===== config.mk =====
export PLATFORM = sky130hd
export DESIGN_NAME = jtag_tap_ctrl_flat
export DESIGN_NICKNAME = d
export VERILOG_FILES = /design/src/rtl/jtag_tap_ctrl_if.sv /design/src/rtl/jtag_tap_ctrl.sv /design/src/flat_wrapper.sv
export SDC_FILE = /design/constraint.sdc
export NUM_CORES = 1
export LEC_CHECK = 0
export CAP_MARGIN = 20
export CELL_PAD_IN_SITES_DETAIL_PLACEMENT = 2
export CELL_PAD_IN_SITES_GLOBAL_PLACEMENT = 2
export CORE_MARGIN = 2
export CORE_UTILIZATION = 28
export DETAILED_ROUTE_END_ITERATION = 7
export PLACE_DENSITY_LB_ADDON = 0.1
export SYNTH_ARGS = -nofsm -noshare
export SYNTH_HDL_FRONTEND = slang
export SYNTH_SLANG_ARGS = --single-unit
export TNS_END_PERCENT = 30

===== constraint.sdc =====
create_clock -name clk -period 1.5 [get_ports clk]
set_input_delay 0.225 -clock clk [delete_from_list [all_inputs] [get_ports clk]]
set_output_delay 0.225 -clock clk [all_outputs]
set_load 0.01 [all_outputs]

===== src/rtl/jtag_tap_ctrl_if.sv =====
// Pin-level JTAG signals plus the CPU debug-unit word exchange for the TAP controller.
// The master side drives the pins and the read data. The slave side is the TAP controller.
interface jtag_tap_ctrl_if;
    logic        tck;
    logic        tms;
    logic        tdi;
    logic        trst;
    logic        tdo;
    logic [31:0] dbg_rd_data;
    logic        dbg_rd_ack;
    logic [31:0] dbg_wr_data;
    logic        dbg_wr_valid;
    logic [3:0]  tap_state;

    modport master (
        output tck, tms, tdi, trst, dbg_rd_data,
        input  tdo, dbg_rd_ack, dbg_wr_data, dbg_wr_valid, tap_state
    );

    modport slave (
        input  tck, tms, tdi, trst, dbg_rd_data,
        output tdo, dbg_rd_ack, dbg_wr_data, dbg_wr_valid, tap_state
    );
endinterface


===== src/rtl/jtag_tap_ctrl.sv =====
// IEEE 1149.1 TAP controller running entirely on clk; tck is oversampled and treated as data.
// Provides IR, IDCODE, BYPASS and a 32-bit USER register that trades words with the CPU debug unit.
//
// state | meaning
// TLR   | test-logic-reset, IR forced to IDCODE
// RTI   | run-test/idle
// *DR   | select/capture/shift/exit1/pause/exit2/update of the data-register column
// *IR   | same sequence for the instruction-register column
module jtag_tap_ctrl #(
    parameter int unsigned         IR_WIDTH    = 4,
    parameter logic [31:0]         IDCODE_VAL  = 32'h1000_0001,
    parameter logic [IR_WIDTH-1:0] USER_IR     = IR_WIDTH'(2),
    parameter int unsigned         SYNC_STAGES = 2
) (
    input  logic           clk,
    input  logic           rst,
    jtag_tap_ctrl_if.slave tap_if
);
    typedef enum logic [3:0] {
        TLR   = 4'd0,  RTI   = 4'd1,  SEL_DR = 4'd2,  CAP_DR = 4'd3,
        SH_DR = 4'd4,  EX1_DR = 4'd5, PAU_DR = 4'd6,  EX2_DR = 4'd7,
        UPD_DR = 4'd8, SEL_IR = 4'd9, CAP_IR = 4'd10, SH_IR  = 4'd11,
        EX1_IR = 4'd12, PAU_IR = 4'd13, EX2_IR = 4'd14, UPD_IR = 4'd15
    } tap_state_e;

    logic [SYNC_STAGES-1:0] tck_sync_q, tms_sync_q, tdi_sync_q, trst_sync_q;
    logic                   tck_q;
    logic                   tck_s, tms_s, tdi_s, trst_s, rise, fall;

    tap_state_e          state_q, state_d;
    logic [IR_WIDTH-1:0] ir_q, ir_sh_q;
    logic [31:0]         dr_sh_q, wr_data_q;
    logic                byp_q, tdo_q, rd_ack_q, wr_valid_q;
    logic                act_tlr, cap_ir, sh_ir, upd_ir, cap_dr, sh_dr, upd_dr;
    logic                sel_idcode, sel_user, sel_bypass;

    always_ff @(posedge clk) begin
        if (rst) begin
            tck_sync_q  <= '0;
            tms_sync_q  <= '0;
            tdi_sync_q  <= '0;
            trst_sync_q <= '0;
        end else begin
            tck_sync_q  <= {tck_sync_q[SYNC_STAGES-2:0],  tap_if.tck};
            tms_sync_q  <= {tms_sync_q[SYNC_STAGES-2:0],  tap_if.tms};
            tdi_sync_q  <= {tdi_sync_q[SYNC_STAGES-2:0],  tap_if.tdi};
            trst_sync_q <= {trst_sync_q[SYNC_STAGES-2:0], tap_if.trst};
        end
    end

    assign tck_s  = tck_sync_q[SYNC_STAGES-1];
    assign tms_s  = tms_sync_q[SYNC_STAGES-1];
    assign tdi_s  = tdi_sync_q[SYNC_STAGES-1];
    assign trst_s = trst_sync_q[SYNC_STAGES-1];
    assign rise   = tck_s & ~tck_q;
    assign fall   = ~tck_s & tck_q;

    // Holding tck_q at 0 through a reset means a high tck afterwards still yields one rise.
    always_ff @(posedge clk) begin
        if (rst || trst_s) tck_q <= 1'b0;
        else               tck_q <= tck_s;
    end

    assign sel_idcode = (ir_q == IR_WIDTH'(1));
    assign sel_user   = !sel_idcode && (ir_q == USER_IR);
    assign sel_bypass = !sel_idcode && !sel_user;

    always_ff @(posedge clk) begin
        if (rst || trst_s) state_q <= TLR;
        else               state_q <= state_d;
    end

    // The action strobes belong to the state being left on this rise.
    always_comb begin
        state_d = state_q;
        act_tlr = 1'b0;
        cap_ir  = 1'b0;
        sh_ir   = 1'b0;
        upd_ir  = 1'b0;
        cap_dr  = 1'b0;
        sh_dr   = 1'b0;
        upd_dr  = 1'b0;
        if (rise && !trst_s) begin
            case (state_q)
                TLR:    begin act_tlr = 1'b1; state_d = tms_s ? TLR : RTI; end
                RTI:    state_d = tms_s ? SEL_DR : RTI;
                SEL_DR: state_d = tms_s ? SEL_IR : CAP_DR;
                CAP_DR: begin cap_dr = 1'b1; state_d = tms_s ? EX1_DR : SH_DR; end
                SH_DR:  begin sh_dr = 1'b1; state_d = tms_s ? EX1_DR : SH_DR; end
                EX1_DR: state_d = tms_s ? UPD_DR : PAU_DR;
                PAU_DR: state_d = tms_s ? EX2_DR : PAU_DR;
                EX2_DR: state_d = tms_s ? UPD_DR : SH_DR;
                UPD_DR: begin upd_dr = 1'b1; state_d = tms_s ? SEL_DR : RTI; end
                SEL_IR: state_d = tms_s ? TLR : CAP_IR;
                CAP_IR: begin cap_ir = 1'b1; state_d = tms_s ? EX1_IR : SH_IR; end
                SH_IR:  begin sh_ir = 1'b1; state_d = tms_s ? EX1_IR : SH_IR; end
                EX1_IR: state_d = tms_s ? UPD_IR : PAU_IR;
                PAU_IR: state_d = tms_s ? EX2_IR : PAU_IR;
                EX2_IR: state_d = tms_s ? UPD_IR : SH_IR;
                UPD_IR: begin upd_ir = 1'b1; state_d = tms_s ? SEL_DR : RTI; end
            endcase
        end
    end

    always_ff @(posedge clk) begin
        if (rst || trst_s) begin
            ir_q       <= IR_WIDTH'(1);
            ir_sh_q    <= '0;
            dr_sh_q    <= '0;
            byp_q      <= 1'b0;
            tdo_q      <= 1'b0;
            rd_ack_q   <= 1'b0;
            wr_valid_q <= 1'b0;
        end else begin
            rd_ack_q   <= 1'b0;
            wr_valid_q <= 1'b0;
            if (act_tlr) ir_q <= IR_WIDTH'(1);
            if (upd_ir)  ir_q <= ir_sh_q;
            if (cap_ir)  ir_sh_q <= IR_WIDTH'(1);
            if (sh_ir)   ir_sh_q <= {tdi_s, ir_sh_q[IR_WIDTH-1:1]};
            if (cap_dr) begin
                if (sel_idcode) begin
                    dr_sh_q <= IDCODE_VAL;
                end else if (sel_user) begin
                    dr_sh_q  <= tap_if.dbg_rd_data;
                    rd_ack_q <= 1'b1;
                end else begin
                    byp_q <= 1'b0;
                end
            end
            if (sh_dr) begin
                if (sel_bypass) byp_q   <= tdi_s;
                else            dr_sh_q <= {tdi_s, dr_sh_q[31:1]};
            end
            if (upd_dr && sel_user) wr_valid_q <= 1'b1;
            if (fall) begin
                if (state_q == SH_IR)      tdo_q <= ir_sh_q[0];
                else if (state_q == SH_DR) tdo_q <= sel_bypass ? byp_q : dr_sh_q[0];
                else                       tdo_q <= 1'b0;
            end
        end
    end

    // A test reset alone leaves the last delivered word in place.
    always_ff @(posedge clk) begin
        if (rst)                    wr_data_q <= '0;
        else if (upd_dr && sel_user) wr_data_q <= dr_sh_q;
    end

    assign tap_if.tdo          = tdo_q;
    assign tap_if.dbg_rd_ack   = rd_ack_q;
    assign tap_if.dbg_wr_data  = wr_data_q;
    assign tap_if.dbg_wr_valid = wr_valid_q;
    assign tap_if.tap_state    = state_q;
endmodule

===== src/flat_wrapper.sv =====
// flat-port wrapper written by rule: the top's interface ports become plain ports
module jtag_tap_ctrl_flat 
#(
    parameter int unsigned         IR_WIDTH    = 4,
    parameter logic [31:0]         IDCODE_VAL  = 32'h1000_0001,
    parameter logic [IR_WIDTH-1:0] USER_IR     = IR_WIDTH'(2),
    parameter int unsigned         SYNC_STAGES = 2
)
  (clk, rst, tap_if_tck, tap_if_tms, tap_if_tdi, tap_if_trst, tap_if_dbg_rd_data, tap_if_tdo, tap_if_dbg_rd_ack, tap_if_dbg_wr_data, tap_if_dbg_wr_valid, tap_if_tap_state);
  jtag_tap_ctrl_if tap_if_i ();
  input  logic clk;
  input  logic rst;
  input wire logic [$bits(tap_if_i.tck)-1:0] tap_if_tck;
  input wire logic [$bits(tap_if_i.tms)-1:0] tap_if_tms;
  input wire logic [$bits(tap_if_i.tdi)-1:0] tap_if_tdi;
  input wire logic [$bits(tap_if_i.trst)-1:0] tap_if_trst;
  input wire logic [$bits(tap_if_i.dbg_rd_data)-1:0] tap_if_dbg_rd_data;
  output wire logic [$bits(tap_if_i.tdo)-1:0] tap_if_tdo;
  output wire logic [$bits(tap_if_i.dbg_rd_ack)-1:0] tap_if_dbg_rd_ack;
  output wire logic [$bits(tap_if_i.dbg_wr_data)-1:0] tap_if_dbg_wr_data;
  output wire logic [$bits(tap_if_i.dbg_wr_valid)-1:0] tap_if_dbg_wr_valid;
  output wire logic [$bits(tap_if_i.tap_state)-1:0] tap_if_tap_state;
  assign tap_if_i.tck = tap_if_tck;
  assign tap_if_i.tms = tap_if_tms;
  assign tap_if_i.tdi = tap_if_tdi;
  assign tap_if_i.trst = tap_if_trst;
  assign tap_if_i.dbg_rd_data = tap_if_dbg_rd_data;
  assign tap_if_tdo = tap_if_i.tdo;
  assign tap_if_dbg_rd_ack = tap_if_i.dbg_rd_ack;
  assign tap_if_dbg_wr_data = tap_if_i.dbg_wr_data;
  assign tap_if_dbg_wr_valid = tap_if_i.dbg_wr_valid;
  assign tap_if_tap_state = tap_if_i.tap_state;
  jtag_tap_ctrl #(.IR_WIDTH(IR_WIDTH), .IDCODE_VAL(IDCODE_VAL), .USER_IR(USER_IR), .SYNC_STAGES(SYNC_STAGES)) u_core (.clk(clk), .rst(rst), .tap_if(tap_if_i));
endmodule

# Word-level counts from Yosys, hierarchy flattened
# Index checks and enable logic that the tools add are counted.
word_totals:
  ff_bits: 89
  in_bits: 38
  output_inout_bits: 39
  wordCells: 97
classes:
  n_eq_ne: 17
  mux: 46
  n_bitwise: 5
  n_reduce_logical: 15
op_table:
  columns: ["cell", "count"]
  rows:
  - ["$mux 32", 5]
  - ["$pmux 4 s12", 1]
  - ["$eq 4x4->1 const B", 8]
  - ["$mux 4", 8]
  - ["$mux 1", 27]
  - ["$eq 4x3->1 const B", 4]
  - ["$eq 4x2->1 const B", 3]
  - ["$eq 4x1->1 const B", 2]
  - ["$mux 2", 3]
  - ["$mux 3", 2]
  - ["$reduce_or 3->1", 2]
  - ["$logic_and 1x1->1", 4]
  - ["$logic_not 4->1", 1]
  - ["$reduce_bool 2->1", 2]
  - ["$reduce_or 2->1", 2]
  - ["$logic_not 1->1", 3]
  - ["$not 1->1", 3]
  - ["$and 1x1->1", 2]
  - ["$logic_or 1x1->1", 1]

# Logic depth before layout (Yosys ltp)
# Gate-level depths: netlist of run 1.
logic_depth:
  depth_word: 8
  ltp_mapped: 7
  depth_no_buf: 4

# Worst setup path after synthesis of run 1
# Ideal clock, no wire load.
synth_timing:
  path_kind: "flip-flop to flip-flop"
  startpoint: "register u_core.state_q[2] (netlist: u_core.tap_if.tap_state[2])"
  endpoint: "register u_core.dr_sh_q[13]"
  setup_time_ps: 123
  arrival_ps: 1544
  required_time_ps: 1377
  setup_slack_ps: -167
  stages_incl_launch_ff: 8
  cell_sequence: "dfxtp_1 > buf_2 > and4bb_2 > and3_1 > clkbuf_1 > clkbuf_4 > a221oi_1 > nor2_1"
synth_via:
  elab_chain_cells: 6
  word_cells_on_any_way: 9
  cone_classes: "eq/ne (2); mux (7)"
synth_lines:
  columns: ["item", "line", "text"]
  rows:
  - ["from (decl)", "jtag_tap_ctrl.sv:30", "tap_state_e state_q, state_d;"]
  - ["from (signal assigned)", "jtag_tap_ctrl.sv:70", "else state_q <= state_d;"]
  - ["$eq 4x2->1", "jtag_tap_ctrl.sv:84", "case (state_q)"]
  - ["$mux 1", "jtag_tap_ctrl.sv:84", null]
  - ["$mux 1", "jtag_tap_ctrl.sv:83", "if (rise && !trst_s) begin"]
  - ["$mux 32", "jtag_tap_ctrl.sv:121", "if (cap_dr) begin"]
  - ["$mux 32", "jtag_tap_ctrl.sv:132", "if (sel_bypass) byp_q <= tdi_s;"]
  - ["$mux 32 *", "jtag_tap_ctrl.sv:131", "if (sh_dr) begin"]
  - ["to (signal assigned)", "jtag_tap_ctrl.sv:125", "dr_sh_q <= tap_if.dbg_rd_data;"]
  - ["to (signal assigned)", "jtag_tap_ctrl.sv:133", "else dr_sh_q <= {tdi_s, dr_sh_q[31:1]};"]
  - ["to (decl)", "jtag_tap_ctrl.sv:32", "logic [31:0] dr_sh_q, wr_data_q;"]
# Every way passes the cells marked *; elsewhere a longest branch is shown, timed or not.
# A chain may end at the register's enable or synchronous reset.

# Worst setup path in the final report of run 1
layout_timing:
  startpoint: "register u_core.state_q[3] (netlist: u_core.tap_if.tap_state[3])"
  endpoint: "register u_core.dr_sh_q[12]"
# The elaborated chain is that of the path after synthesis.

==> impl_metrics.ini, run 1 <==
[layout]
fill_cells = 1341
finalNetCount = 536
final_core_util_pct = 44.43
syn_to_final_growth_pct = 53.55
drive_above_1_share_pct = 25.25
diodes = 0

[logic_synthesis]
syn_inst = 396
synth.yosys.seq_area_share_pct = 48.21
synth.area.top_cells = dfxtp_1 (48%), mux2i_1 (8.9%), nor2_1 (7.3%)
synth_edf_count = 0
yosysMostFrequentCell = dfxtp_1
syn_nets = 434
synth_area_leader_cell = dfxtp_1
synth_ff_type = dfxtp_1
synth_top_cell_area_share_pct = 48.21
async_flop_share_pct = 0
ys_ff_latch = 89
syn_avg_cell_area_um2 = 9.333
syn_area_mm2 = 0.003696
ys_warn_count = 0
yosys-top-cells-count = dfxtp_1 (89), nor2_1 (72), o21ai_0 (46), mux2i_1 (33), a221oi_1 (27)
synth_cell_types = 45

[pwr]
clkPwrFrac_pct = 47.9
intPower_mw = 4.029
p_leak_nw = 2.326
p_sw_share_pct = 21.20
power_frac_seq_pct = 46.6
p_sw_mw = 1.084
power_frac_comb_pct = 5.4
power_density_mw_per_mm2 = 900.9
ir_worst_vdd_mv = 0.5814

[critical_path]
cp.buffers_inverters = 2
slowest_stage = or4b_4
r2r-start = u_core.tap_if.tap_state[3]$_SDFFE_PP0N_
cp.depth = 6
reg2reg_to = u_core.dr_sh_q[12]$_SDFF_PP0_
worstPathRequired_ps = 1780
crit_type = reg -> reg
worst_ep_arrival_time_ps = 1970
path_cells = or4b_4 > nor4_4 > buf_6 > buf_12 > a221oi_2 > nor2_1
critPathMaxFanout = 6
crit_path_start_kind = register
crit_family = simple AND/OR/NAND/NOR gates
r2r_cells = 6
cpPeakStageDelay_ps = 560
ff2ff_setup_slack_ps = -190
end_kind = register

[hold_path]
hold_depth = 3
min-delay-start = rst
min_to = u_core.ir_sh_q[3]$_SDFFE_PP0P_
min_path_type = in -> reg

[grt]
overflow = 0
grt_pass1_vias = 3782
grt_use_total_pct = 18.51
antenna_found_initial = 0
grt_max_degree = 41
grt_pass1_wl_um = 20530

[timing]
maxSlewHeadroom_pct = 69.00
finalClockSkew_ps = 5.654
rsz0062_at_grt = yes
slew_viol_final = 0
fin_ws_ps = -190.9
hold_viol = 0
max_freq_ghz = 0.5914
setup_viol = 66
worst_slew_pin_slew_ps = 464.9
fin_crit_sh_pct = 112.7
min_period_ps = 1691

[die]
die_x_um = 118.9
dieArea_mm2 = 0.01413
core_area_mm2 = 0.01277
io_pins = 77
start_util_pct = 28.94
num_rows = 41
fp.dieH_um = 118.9

[placement]
gp_congestion = 0.7308
dp_hpwl_um = 8103
portBuffers = 76
pre_cts_slack_ps = -340.4

[cts]
htreeDepth = 3
cts_buffers = 9
clkSinkCount = 89
cts_tree = done
cts-root-buf = clkbuf_16
clockBufferDepth = 2
clk-insertion-delay-late_ps = 340
clk_pin_slew_worst_paths_ps = 60

[detailed_routing]
viasPerCell = 4.993
dr.pass1.iters = 4
wirelength_um = 12700
drtIter0Drc = 98
vias = 3370
wl_per_cell_um = 18.82
ant_nets = 0
drt_drc_violations_left = 0

[run]
cap_violations = 0

[status]
status = complete, but fails checks
violations = negative setup slack
-- worst min-delay path: stages --
cell	delay, ps
buf_2	110
or2_2	260
a21oi_1	60
-- power by group through the flow --
stage          clock network (mW)  registers, mW  logic [mW]
2_1_floorplan                   0           2.43      0.0943
3_3_place_gp                    0           2.44       0.256
3_5_place_dp                    0           2.44       0.261
4_1_cts                      2.53           2.38       0.270
5_1_grt                      2.62           2.38       0.307
6_report                     2.45           2.38       0.279
-- state kept, by name, summed over array words and instances (netlist names), 2 cells and up --
register	count
u_core.tms_sync_q	2
u_core.ir_q	4
u_core.tdi_sync_q	2
u_core.dr_sh_q	32
u_core.tck_sync_q	2
u_core.trst_sync_q	2
u_core.ir_sh_q	4
u_core.tap_if.dbg_wr_data	32
u_core.tap_if.tap_state	4
-- final cells by class --
cell class / instances / area (um2) / share of cell area [%]
Clock buffer: 12 / 246.5 / 4.343
Clock inverter: 4 / 76.32 / 1.345
Inverter: 4 / 15.01 / 0.2646
Multi-Input combinational cell: 267 / 1976 / 34.81
Sequential cell: 89 / 1802 / 31.75
Tap cell: 172 / 215.2 / 3.792
Timing Repair Buffer: 127 / 1345 / 23.70
-- through the flow --
stage	hold WS [ps]	setup TNS (ps)	instance area, um2	power [mW]	std cells
global placement	425.9	-7090	4843	2.695	647
finish	359.6	-6863	5675	5.113	675
floorplan	353.2	-5798	3710	2.529	396
global route	377.5	-12120	5675	5.309	675
detailed placement	439.9	-15610	4843	2.701	647
CTS	315.0	-8391	5466	5.185	670
-- metal layers --
layer	GRT usage, %	vias up	routed length (um)
li1	-	1631	-
met1	23.20	1673	5799
met2	32.04	57	6331
met3	3.065	9	436
met4	6.473	0	135
met5	0	-	0
-- what timing repair did --
| item | CTS | global route |
|---|---|---|
| pin swaps | 7 | 29 |
| setup endpoints to repair | 83 | 82 |
| hold buffers | 0 | 0 |
| buffers inserted | 4 | 4 |
| cloned | 3 | 1 |
| gates resized for setup | 53 | 38 |
-- cell usage in the layout (no fill, tap or decap), types with 4 or more instances in the layout --
master           instances
o21ai_0                 43
dfxtp_1                 79
nor2b_1                 13
a221oi_2                28
dlymetal6s2s_1           6
nand4_1                  5
dfxtp_2                  7
buf_6                    8
a21oi_1                 11
nand2_1                  7
buf_8                    4
buf_12                   5
mux2i_1                 31
inv_1                    4
clkdlybuf4s50_1         64
nand3_1                  4
buf_4                   30
nor2_1                  70
clkbuf_16               10
-- cells by family (layout without fill, tap and decap cells) --
kind of cell / Yosys count / after routing / share of synthesized area (%)
AND/OR/NAND/NOR: 127 / 127 / 17.67
AO/OA/AOI/OAI: 103 / 103 / 18.82
flip-flops: 89 / 89 / 48.21
buffers and inverters: 40 / 147 / 5.416
multiplexers: 33 / 33 / 8.937
XOR/XNOR: 4 / 4 / 0.9480
-- how the worst max path moves through the flow --
stage | from | endpoint | slack, ps
after floorplan | u_core.tap_if.tap_state[3]$_SDFFE_PP0N_ | u_core.dr_sh_q[12]$_SDFF_PP0_ | -130
after global placement | u_core.tck_sync_q[1]$_SDFF_PP0_ | u_core.dr_sh_q[22]$_SDFF_PP0_ | -140
after detailed placement | u_core.tck_sync_q[1]$_SDFF_PP0_ | u_core.dr_sh_q[22]$_SDFF_PP0_ | -340
after CTS | u_core.trst_sync_q[1]$_SDFF_PP0_ | u_core.dr_sh_q[22]$_SDFF_PP0_ | -180
after global routing | u_core.tap_if.tap_state[3]$_SDFFE_PP0N_ | u_core.dr_sh_q[14]$_SDFF_PP0_ | -240
final | u_core.tap_if.tap_state[3]$_SDFFE_PP0N_ | u_core.dr_sh_q[12]$_SDFF_PP0_ | -190
No activity file was read; power rests on OpenSTA's default activity.
==> inputs of run 2 (changes only) <==
--- a/config.mk
+++ b/config.mk
@@ -10,8 +10,10 @@
 export CELL_PAD_IN_SITES_GLOBAL_PLACEMENT = 2
 export CORE_MARGIN = 2
 export CORE_UTILIZATION = 28
+export CTS_CLUSTER_SIZE = 20
 export DETAILED_ROUTE_END_ITERATION = 7
 export PLACE_DENSITY_LB_ADDON = 0.1
+export SKIP_LAST_GASP = 1
 export SYNTH_ARGS = -nofsm -noshare
 export SYNTH_HDL_FRONTEND = slang
 export SYNTH_SLANG_ARGS = --single-unit
==> impl_metrics.ini, run 2 (synthesis results as in run 1) <==
[cts]
cts_tree = done
cts_buffers = 9
clockBufferDepth = 2
htreeDepth = 3
cts_hold_buf = 0
clkSinkCount = 89
cts-root-buf = clkbuf_16
clk_pin_slew_worst_paths_ps = 60
clk-insertion-delay-late_ps = 350

[die]
start_util_pct = 28.94
io_pins = 77
core_area_mm2 = 0.01277
num_rows = 41
fp.dieH_um = 118.9
dieArea_mm2 = 0.01413
die_x_um = 118.9

[pwr]
clkPwrFrac_pct = 48.2
p_leak_nw = 2.180
power_frac_seq_pct = 46.5
power_frac_comb_pct = 5.3
ir_worst_vdd_mv = 0.5812
intPower_mw = 4.025
p_sw_share_pct = 21.48
p_sw_mw = 1.101
power_density_mw_per_mm2 = 912.0

[detailed_routing]
dr.pass1.iters = 4
drtIter0Drc = 119
drt_drc_violations_left = 0
vias = 3370
wl_per_cell_um = 18.81
wirelength_um = 12640
viasPerCell = 5.015
ant_nets = 0

[timing]
timing.setup.tns_ps = -8652
min_period_ps = 1720
hold_viol = 0
maxSlewHeadroom_pct = 68.87
worst_slew_pin_slew_ps = 466.9
finalClockSkew_ps = 10.14
rsz0062_at_grt = yes
setup_viol = 70
fin_ws_ps = -220.0
fin_crit_sh_pct = 114.7
max_freq_ghz = 0.5814
slew_viol_final = 0

[status]
status = complete, but fails checks
violations = negative setup slack

[grt]
grt_use_total_pct = 18.40
grt_pass1_wl_um = 20350
grt_pass1_vias = 3763
grt_max_degree = 41
antenna_found_initial = 0
overflow = 0

[layout]
final_cells = 672
diodes = 0
mostFrequentLayoutCells = dfxtp_1 (80), clkdlybuf4s50_1 (73), nor2_1 (71), o21ai_0 (46), mux2i_1 (31)
final_common_cell = dfxtp_1
finalNetCount = 533
drive_above_1_share_pct = 23.20
syn_to_final_growth_pct = 52.06

[hold_path]
hold_depth = 4
min_path_type = in -> reg
min-delay-start = rst
min_to = u_core.ir_q[0]$_SDFFE_PP1P_

[placement]
dp_hpwl_um = 8103
portBuffers = 76
gp_congestion = 0.7308
dpl.cell_count = 647

[critical_path]
path_cells = buf_4 > nor4b_2 > nand4_1 > buf_4 > o21ai_0 > nor2_1
slowest_stage = nor4b_2
ff2ff_setup_slack_ps = -220
cpPeakStageDelay_ps = 380
r2r-start = u_core.tap_if.tap_state[3]$_SDFFE_PP0N_
r2r_cells = 6
cpMostUsedCell = buf_4
crit_family = simple AND/OR/NAND/NOR gates
end_kind = register
reg2reg_to = u_core.dr_sh_q[12]$_SDFF_PP0_
crit_path_start_kind = register
cp.buffers_inverters = 2
crit_type = reg -> reg
critPathMaxFanout = 13
worstPathRequired_ps = 1740
worst_ep_arrival_time_ps = 1960

[run]
cap_violations = 0
[run 2: changes by cell type in the layout (fill, tap and decap cells not counted), sizes merged]
cell,before,now
dlygate4sd2,3,2
dlymetal6s2s,6,0
clkdlybuf4s15,1,0
clkdlybuf4s50,64,73
buf,51,47
[run 2: worst max-delay path by stage]
stage / startpoint / to / slack (ps) / depth (start not counted)
finish: u_core.tap_if.tap_state[3]$_SDFFE_PP0N_ / u_core.dr_sh_q[12]$_SDFF_PP0_ / -220 / 6
floorplan: u_core.tap_if.tap_state[3]$_SDFFE_PP0N_ / u_core.dr_sh_q[12]$_SDFF_PP0_ / -130 / 6
CTS: u_core.tap_if.tap_state[3]$_SDFFE_PP0N_ / u_core.dr_sh_q[30]$_SDFF_PP0_ / -190 / 6
global route: u_core.tap_if.tap_state[3]$_SDFFE_PP0N_ / u_core.dr_sh_q[31]$_SDFF_PP0_ / -320 / 6
detailed placement: u_core.tck_sync_q[1]$_SDFF_PP0_ / u_core.dr_sh_q[22]$_SDFF_PP0_ / -340 / 6
global placement: u_core.tck_sync_q[1]$_SDFF_PP0_ / u_core.dr_sh_q[22]$_SDFF_PP0_ / -140 / 6
[run 2: stage by stage]
stage / utilization (%) / hold slack [ps] / power, mW / cell area, um2 / setup slack [ps]
global route: 44.00 / 377.0 / 5.305 / 5620 / -317.9
finish: 44.00 / 350.7 / 5.126 / 5620 / -220.0
global placement: 37.92 / 425.9 / 2.695 / 4843 / -141.1
detailed placement: 37.92 / 439.9 / 2.701 / 4843 / -340.4
floorplan: - / 353.2 / 2.529 / 3710 / -129.1
CTS: 42.45 / 315.1 / 5.183 / 5423 / -191.2
[run 2: what timing repair did]
item	CTS	global route
pin swaps	1	13
endpoints found under the setup margin	83	86
endpoints found under the hold margin	0	0
buffers inserted	4	1
cloned	3	2
resized for setup	40	26
[run 2: layout make-up]
type                       instances  area, um2
clock inverter                     4      76.32
inverter                           4      15.01
sequential                        89       1800
timing repair buffer             124       1320
multi-input combinational        267       1947
clock buffer                      12      246.5
tap                              172      215.2
fill                            1337       7153
[run 2: power groups by stage]
stage,Combinational (mW),Sequential (mW),Clock (mW)
after global placement,0.256,2.44,0
after detailed placement,0.261,2.44,0
after floorplan,0.0943,2.43,0
after CTS,0.268,2.38,2.53
after global routing,0.299,2.38,2.62
final,0.270,2.38,2.47
[run 2: tightest hold or removal path: stages]
cell and delay (ps):
buf_2 110, nor2_2 50, buf_12 150, o21ai_0 90
[run 2: per-layer routing]
layer,up-vias,part of all wire [%],track usage [%]
li1,1625,-,-
met1,1677,46,22.96
met2,55,49,31.57
met3,13,2.8,3.400
met4,0,1.6,6.696
met5,-,0,0
==> inputs of run 3 (changes only) <==
--- a/config.mk
+++ b/config.mk
@@ -8,10 +8,10 @@
 export CAP_MARGIN = 20
 export CELL_PAD_IN_SITES_DETAIL_PLACEMENT = 2
 export CELL_PAD_IN_SITES_GLOBAL_PLACEMENT = 2
-export CORE_MARGIN = 2
 export CORE_UTILIZATION = 28
 export CTS_CLUSTER_SIZE = 20
 export DETAILED_ROUTE_END_ITERATION = 7
+export GPL_ROUTABILITY_DRIVEN = 0
 export PLACE_DENSITY_LB_ADDON = 0.1
 export SKIP_LAST_GASP = 1
 export SYNTH_ARGS = -nofsm -noshare
==> impl_metrics.ini, run 3 (synthesis results as in run 1) <==
[detailed_routing]
drtIter0Drc = 137
dr.pass1.iters = 4
wirelength_um = 13130
wl_per_cell_um = 19.51
drt_drc_violations_left = 0
ant_nets = 0
vias = 3462
viasPerCell = 5.144

[die]
io_pins = 77
die_x_um = 116.9
fp.dieH_um = 116.9
start_util_pct = 29.05
core_area_mm2 = 0.01272
num_rows = 41
dieArea_mm2 = 0.01366

[cts]
clkSinkCount = 89
cts_buffers = 9
clk-insertion-delay-late_ps = 350
cts_tree = done
clockBufferDepth = 2
htreeDepth = 3
cts-root-buf = clkbuf_16
clk_pin_slew_worst_paths_ps = 70
cts_hold_buf = 0

[grt]
antenna_found_initial = 0
grt_use_total_pct = 18.44
grt_pass1_wl_um = 18880
overflow = 0
grt_max_degree = 34
grt_pass1_vias = 3605

[critical_path]
reg2reg_to = u_core.dr_sh_q[12]$_SDFF_PP0_
r2r-start = u_core.tap_if.tap_state[3]$_SDFFE_PP0N_
crit_type = reg -> reg
critPathMaxFanout = 7
crit_path_start_kind = register
worst_ep_arrival_time_ps = 2000
worstPathRequired_ps = 1780
r2r_cells = 6
ff2ff_setup_slack_ps = -220
end_kind = register

[placement]
portBuffers = 76
dp_hpwl_um = 7918
placed_area_mm2 = 0.004821

[status]
violations = negative setup slack
status = complete, but fails checks

[layout]
fin_area_mm2 = 0.005460
diodes = 0
finalNetCount = 535
drive_above_1_share_pct = 19.56
mostFrequentLayoutCells = dfxtp_1 (81), clkdlybuf4s50_1 (71), nor2_1 (70), o21ai_0 (44), buf_4 (34)
final_core_util_pct = 42.92
final_common_cell = dfxtp_1
syn_to_final_growth_pct = 47.73

[hold_path]
min_path_type = in -> reg
min_to = u_core.tap_if.dbg_wr_data[30]$_SDFFE_PP0P_
min-delay-start = rst
hold_depth = 3

[timing]
max_freq_ghz = 0.5809
fin_crit_sh_pct = 114.8
hold_viol = 0
finalClockSkew_ps = 6.551
setup_viol = 68
rsz0062_at_grt = yes
slew_viol_final = 0
maxSlewHeadroom_pct = 75.79
fin_ws_ps = -221.4
worst_slew_pin_slew_ps = 362.6
min_period_ps = 1721
timing.setup.tns_ps = -6554

[pwr]
power_density_mw_per_mm2 = 938.2
p_leak_nw = 2.179
ir_worst_vdd_mv = 0.6627

[run]
cap_violations = 0
run 3: power breakdown:
| group | switching [mW] | leakage, nW | internal [mW] | total [mW] |
|---|---|---|---|---|
| clock | 0.967 | 0.152 | 1.50 | 2.47 |
| combinational | 0.123 | 1.31 | 0.144 | 0.267 |
| sequential | 0.0123 | 0.722 | 2.37 | 2.38 |
| total | 1.10 | 2.18 | 4.02 | 5.12 |
run 3: stage by stage:
stage | worst slack (ps) | power [mW] | hold WS [ps] | instances
final | -221.4 | 5.123 | 379.2 | 673
after CTS | -190.4 | 5.192 | 383.1 | 660
after detailed placement | -195.2 | 2.705 | 432.5 | 644
after global placement | -157.6 | 2.700 | 429.5 | 644
after floorplan | -129.1 | 2.529 | 353.2 | 396
after global routing | -304.7 | 5.309 | 390.3 | 673
run 3: what timing repair did:
action                                  CTS  global route
gates cloned                              0             6
pin swaps                                 5            15
endpoints found under the setup margin   81            86
setup buffers                             1             7
endpoints found under the hold margin     0             0
resized for setup                        18            21
run 3: final cells by class:
type	instances	area [um2]
Clock buffer	11	242.7
Clock inverter	4	76.32
Fill cell	1402	7262
Inverter	4	15.01
Multi-Input combinational cell	267	1804
Sequential cell	89	1797
Tap cell	172	215.2
Timing Repair Buffer	126	1310
run 3: worst max-delay path by stage:
| stage | start | endpoint | slack, ps | cells past startpoint |
|---|---|---|---|---|
| after floorplan | u_core.tap_if.tap_state[3]$_SDFFE_PP0N_ | u_core.dr_sh_q[12]$_SDFF_PP0_ | -130 | 6 |
| after global placement | u_core.ir_q[3]$_SDFFE_PP0P_ | u_core.dr_sh_q[0]$_SDFF_PP0_ | -160 | 6 |
| after detailed placement | u_core.ir_q[1]$_SDFFE_PP0P_ | u_core.dr_sh_q[2]$_SDFF_PP0_ | -200 | 5 |
| after CTS | u_core.tap_if.tap_state[1]$_SDFFE_PP0N_ | tap_if_tap_state[1] | -190 | 2 |
| after global routing | u_core.tap_if.tap_state[3]$_SDFFE_PP0N_ | u_core.dr_sh_q[10]$_SDFF_PP0_ | -300 | 6 |
| final | u_core.tap_if.tap_state[3]$_SDFFE_PP0N_ | u_core.dr_sh_q[12]$_SDFF_PP0_ | -220 | 6 |
run 3: per-layer routing:
metal  up-vias  GRT usage (%)  part of all wire [%]
met2        71          31.87                    51
met3        14          5.973                   4.1
li1       1621              -                     -
met5         -              0                     0
met1      1756          22.24                    44
met4         0          4.219                  0.88
run 3: worst max-delay path: stages (launching register included):
cell and delay, ps:
dfxtp_4 360, or4b_4 570, nor4_4 180, buf_4 200, clkbuf_16 160, a221oi_1 50, nor2_1 130
==> edit 1: new RTL, settings of run 1 <==
Reset style: asynchronous (`rst`), changed in 2 clocked blocks.
--- a/src/rtl/jtag_tap_ctrl.sv
+++ b/src/rtl/jtag_tap_ctrl.sv
@@ -34,7 +34,7 @@
     logic                act_tlr, cap_ir, sh_ir, upd_ir, cap_dr, sh_dr, upd_dr;
     logic                sel_idcode, sel_user, sel_bypass;
 
-    always_ff @(posedge clk) begin
+    always_ff @(posedge clk or posedge rst) begin
         if (rst) begin
             tck_sync_q  <= '0;
             tms_sync_q  <= '0;
@@ -142,7 +142,7 @@
     end
 
     // A test reset alone leaves the last delivered word in place.
-    always_ff @(posedge clk) begin
+    always_ff @(posedge clk or posedge rst) begin
         if (rst)                    wr_data_q <= '0;
         else if (upd_dr && sel_user) wr_data_q <= dr_sh_q;
     end
Formal check against the unedited RTL: no difference found for any inputs over 10 cycles, from zero or initial values and one cycle with rst high; that may be too few to reach the edited logic, so the function may still have changed.
==> edit 1 against run 1 <==
- the flow still finishes with violations (negative setup slack)
- worst setup slack got worse by 0.047 ns
- total power fell by 3.8%
- maximum frequency fell by 2.7%
- clock skew rose by 0.0019 ns
- wire length barely moved
- sequential cell count did not move
- synthesized area rose by 3.3%
- final area rose by 2.6%
- clock power fell by 9.4%
- critical path type unchanged
- critical endpoint is now u_core.dr_sh_q[30]
==> edit 1: results (changes against run 1) <==
status: "finished with violations"  # unchanged
violations: "negative setup slack"  # unchanged
use_met1_pct: 21.6  # was 23.2%
drt-initial-drc-count: 127  # was 98
p_leak_nw: 2.67  # was 2.33 nW
nets: 502  # was 536
syn_nets: 391  # was 434
wl_met2_um: 6570  # was 6330 um
synth.area.mux_share_pct: 9.70  # was 8.94%
cp.arrival_ns: 2.03  # was 1.97 ns
slowest_delay_ns: 0.44  # was 0.56 ns
routed-via-count: 3261  # was 3,370
globalRouteMet3Util_pct: 5.28  # was 3.07%
use_met2_pct: 29.9  # was 32.0%
synth_compound_area_share_pct: 19.0  # was 18.8%
synth_common_cells: "dfxtp_1 (49), nor2_1 (42), dfrtp_1 (40), o21ai_0 (40), mux2_2 (32)"  # was dfxtp_1 (89), nor2_1 (72), o21ai_0 (46)
ir_worst_vdd_uv: 491  # was 581 uV
grtUsageTotal_pct: 17.7  # was 18.5%
synthCells: 353  # was 396
tns_ns: -10.63  # was -6.86 ns
drive_gt1_share_pct: 35.8  # was 25.2%
wl_met1_um: 5480  # was 5800 um
grt_max_degree: 39  # was 41
r2r_cells: 6  # unchanged
ys_types: 52  # was 45
min_path_type: "in -> async"  # was in -> reg
fin_skew_ns: 0.00751  # was 0.00565 ns
worst_slack_ns: -0.238  # was -0.191 ns
max_slew_margin_pct: 76.1  # was 69.0%
synthXorXnorAreaFrac_pct: 0.459  # was 0.948%
wl_met3_um: 490  # was 436 um
dp_hpwl_um: 8150  # was 8100 um
gp_congestion: 0.748  # was 0.731
drt-pass1-iter-count: 4  # unchanged
grt_pass1_wl_um: 19700  # was 20,500 um
r2r-end: "u_core.dr_sh_q[30]"  # was u_core.dr_sh_q[12]
layoutNonFillerInstCount: 645  # was 675
first_global_vias: 3620  # was 3,782
cpMaxStageDelayCell: "dfrtp_1"  # was or4b_4
whs_ns: 0.139  # was 0.360 ns
async_reset_ff_share_pct: 44.9  # was 0%
ys_top_cells_by_area: "dfrtp_1 (26%), dfxtp_1 (26%), mux2_2 (9.4%)"  # was dfxtp_1 (48%), mux2i_1 (8.9%), nor2_1 (7.3%)
ys_seq_area_share_pct: 51.9  # was 48.2%
detail_route.wl_per_cell_um: 19.7  # was 18.8 um
synthAdderAreaFrac_pct: 0  # unchanged
r2r_start: "u_core.trst_sync_q[1]"  # was u_core.tap_if.tap_state[3]
dp_cells: 618  # was 647
setup_violations: 72  # was 66
==> edit 1: changes by cell type in the layout (fill, tap and decap cells not counted), sizes merged, moves of 3 or more <==
cell / change
buf: +3
nor2b: -7
clkdlybuf4s50: -23
dlymetal6s2s: +16
mux2i: -32
nor2: -30
dfrtp: +40
o21ai: -6
dlygate4sd2: +7
dfxtp: -40
mux2: +32
==> edit 1: per-stage QoR <==
stage,setup slack [ns],instance area [um^2]
after floorplan,-0.145,3860
after global placement,-0.208,5070
after detailed placement,-0.269,5070
after CTS,-0.258,5510
after global routing,-0.296,5820
final,-0.238,5820
==> edit 1: layout make-up <==
class | instances | area (um^2)
multi-input cells | 230 | 1880
clock buffers | 10 | 239
inverters | 3 | 11.3
fillers | 1377 | 7470
flip-flops and latches | 89 | 2000
clock inverters | 6 | 50.0
well taps | 176 | 220
repair buffers | 131 | 1430
==> edit 1: timing repair <==
action,4_1_cts,5_1_grt
buffers inserted,3,4
gates resized for setup,52,64
pin swaps,18,27
cloned,1,3
endpoints found under the setup margin,87,102
==> edit 1: worst max-delay path by stage <==
stage / from / endpoint / slack, ns / depth (start not counted)
floorplan: u_core.trst_sync_q[1] / u_core.dr_sh_q[5] / -0.15 / 6
global placement: u_core.trst_sync_q[1] / u_core.dr_sh_q[19] / -0.21 / 5
detailed placement: u_core.trst_sync_q[1] / u_core.dr_sh_q[18] / -0.27 / 5
CTS: u_core.tap_if.tap_state[0] / u_core.dr_sh_q[22] / -0.26 / 6
global route: u_core.trst_sync_q[1] / u_core.dr_sh_q[30] / -0.30 / 6
finish: u_core.trst_sync_q[1] / u_core.dr_sh_q[30] / -0.24 / 6
==> edit 1: power by group <==
part	total, mW	internal, mW	switching [mW]
sequential	2.40	2.38	0.0126
combinational	0.300	0.164	0.136
clock	2.22	1.19	1.03
total	4.92	3.74	1.18
==> edit 2: new RTL, flow settings as in run 1 <==
Without the edit above. `IR_WIDTH` is set to 4 in 2 places; all go to 5.
--- a/src/rtl/jtag_tap_ctrl.sv
+++ b/src/rtl/jtag_tap_ctrl.sv
@@ -7,7 +7,7 @@
 // *DR   | select/capture/shift/exit1/pause/exit2/update of the data-register column
 // *IR   | same sequence for the instruction-register column
 module jtag_tap_ctrl #(
-    parameter int unsigned         IR_WIDTH    = 4,
+    parameter int unsigned         IR_WIDTH    = 5,
     parameter logic [31:0]         IDCODE_VAL  = 32'h1000_0001,
     parameter logic [IR_WIDTH-1:0] USER_IR     = IR_WIDTH'(2),
     parameter int unsigned         SYNC_STAGES = 2
--- a/src/flat_wrapper.sv
+++ b/src/flat_wrapper.sv
@@ -1,7 +1,7 @@
 // flat-port wrapper written by rule: the top's interface ports become plain ports
 module jtag_tap_ctrl_flat 
 #(
-    parameter int unsigned         IR_WIDTH    = 4,
+    parameter int unsigned         IR_WIDTH    = 5,
     parameter logic [31:0]         IDCODE_VAL  = 32'h1000_0001,
     parameter logic [IR_WIDTH-1:0] USER_IR     = IR_WIDTH'(2),
     parameter int unsigned         SYNC_STAGES = 2
Check against the original RTL: same outputs for any inputs over 10 cycles, from zero or initial values and one cycle with rst high; that may be too few to reach the edited logic, so the function may still have changed.
==> edit 2 against run 1 <==
- the run still ends with negative setup slack left
- die area increased by 2.0%
- total power increased by 5.5%
- sequential cell count increased by 2
- non-clock buffer count increased by 2
- utilization decreased by 0.44 points
- worst setup slack improved by 0.012 ns
- first-iteration DRC count increased by 65%
- wire length increased by 13%
- cell count increased by 12%
- sequential share of layout area decreased by 0.073 points
- critical path depth increased by 3
- largest cell class unchanged
- final area increased by 2.2%
- synthesized area increased by 2.1%
==> edit 2: results (changes against run 1) <==
drt-initial-drc-count: 162  # was 98
globalRouteMet3Util_pct: 4.85  # was 3.07%
pwr-share-seq_pct: 45.2  # was 46.6%
routed-via-count: 3795  # was 3,370
multi_input_area_mm2: 0.00202  # was 0.00198 mm^2
cts_resized: 99  # was 53
grt_pass1_wl_um: 22500  # was 20,500 um
first_global_vias: 4095  # was 3,782
fin_skew_ns: 0.00742  # was 0.00565 ns
cpMaxStageDelayCell: "dfxtp_2"  # was or4b_4
wl_met1_um: 6290  # was 5800 um
critPathTopFamily: "buffers and inverters"  # was simple AND/OR/NAND/NOR gates
ys_seq_area_share_pct: 48.3  # was 48.2%
path_max_fanout: 7  # was 6
ys_types: 43  # was 45
ir_worst_vdd_uv: 729  # was 581 uV
violations: "negative setup slack"  # unchanged
wl_met3_um: 548  # was 436 um
drive_gt1_share_pct: 25.4  # was 25.2%
routed_wl_um: 14400  # was 12,700 um
tns_ns: -5.33  # was -6.86 ns
placedInstanceArea_mm2: 0.00487  # was 0.00484 mm^2
status: "finished with violations"  # unchanged
grt_max_degree: 63  # was 41
min_path_type: "in -> reg"  # unchanged
buffers: 129  # was 127
setup_violations: 65  # was 66
dp_hpwl_um: 8630  # was 8100 um
numSequentialCells: 91  # was 89
intPower_mw: 4.28  # was 4.03 mW
final-clk-cell-share_pct: 6.04  # was 5.69%
dp_cells: 721  # was 647
post_cts_buffers: 9  # was 4
ff_latch_area_mm2: 0.00184  # was 0.00180 mm^2
worst_slack_ns: -0.179  # was -0.191 ns
use_met2_pct: 35.2  # was 32.0%
pg_clk_mw: 2.68  # was 2.45 mW
viasPerCell: 5.03  # was 4.99
cp.arrival_ns: 1.88  # was 1.97 ns
synth_common_cells: "nand2_1 (132), dfxtp_1 (91), o21ai_0 (43)"  # was dfxtp_1 (89), nor2_1 (72), o21ai_0 (46)
syn_avg_cell_area_um2: 7.94  # was 9.33 um^2
multi_input_cells: 339  # was 267
nets: 612  # was 536
wl_met2_um: 7300  # was 6330 um
ys_top_cells_by_area: "dfxtp_1 (48%), nand2_1 (13%), o21ai_0 (5.7%)"  # was dfxtp_1 (48%), mux2i_1 (8.9%), nor2_1 (7.3%)
buffer_area_share_pct: 23.5  # was 23.7%
area_growth_pct: 53.8  # was 53.6%
p_leak_nw: 2.31  # was 2.33 nW
syn_nets: 513  # was 434
synthFlopType: "dfxtp_1"  # unchanged
slowest_delay_ns: 0.32  # was 0.56 ns
cts_buffers: 9  # unchanged
use_met1_pct: 24.8  # was 23.2%
gp_congestion: 0.773  # was 0.731
synthesis.area_mm2: 0.00377  # was 0.00370 mm^2
drt-pass1-iter-count: 4  # unchanged
fill_cells: 1457  # was 1,341
clkbuf_count: 11  # was 12
[edit 2: cell families (layout without fill, tap and decap cells)]
logic type	after synthesis	in the layout	synth area share (%)
mux	1	1	0.265
flops	91	91	48.3
buf+inv	45	148	5.44
simple gates	197	197	24.4
xor+xnor	4	4	0.929
compound gates	137	137	20.7
[edit 2: path summary, 6_finish.rpt]
path                                    from                       endpoint  slack, ns  depth (start not counted)
setup reg to reg  u_core.tap_if.tap_state[2]  u_core.tap_if.dbg_wr_data[10]      -0.18                          9
hold reg to reg         u_core.tms_sync_q[0]           u_core.tms_sync_q[1]       0.44                          1
hold / removal                           rst     u_core.tap_if.tap_state[3]       0.28                          4
setup / recovery  u_core.tap_if.tap_state[2]  u_core.tap_if.dbg_wr_data[10]      -0.18                          9
[edit 2: through the flow]
step                      total power, mW  setup WS [ns]
after CTS                            5.47         -0.159
final                                5.39         -0.179
after floorplan                      2.59       -0.00895
after global routing                 5.57         -0.275
after detailed placement             2.75         -0.195
after global placement               2.75         -0.102
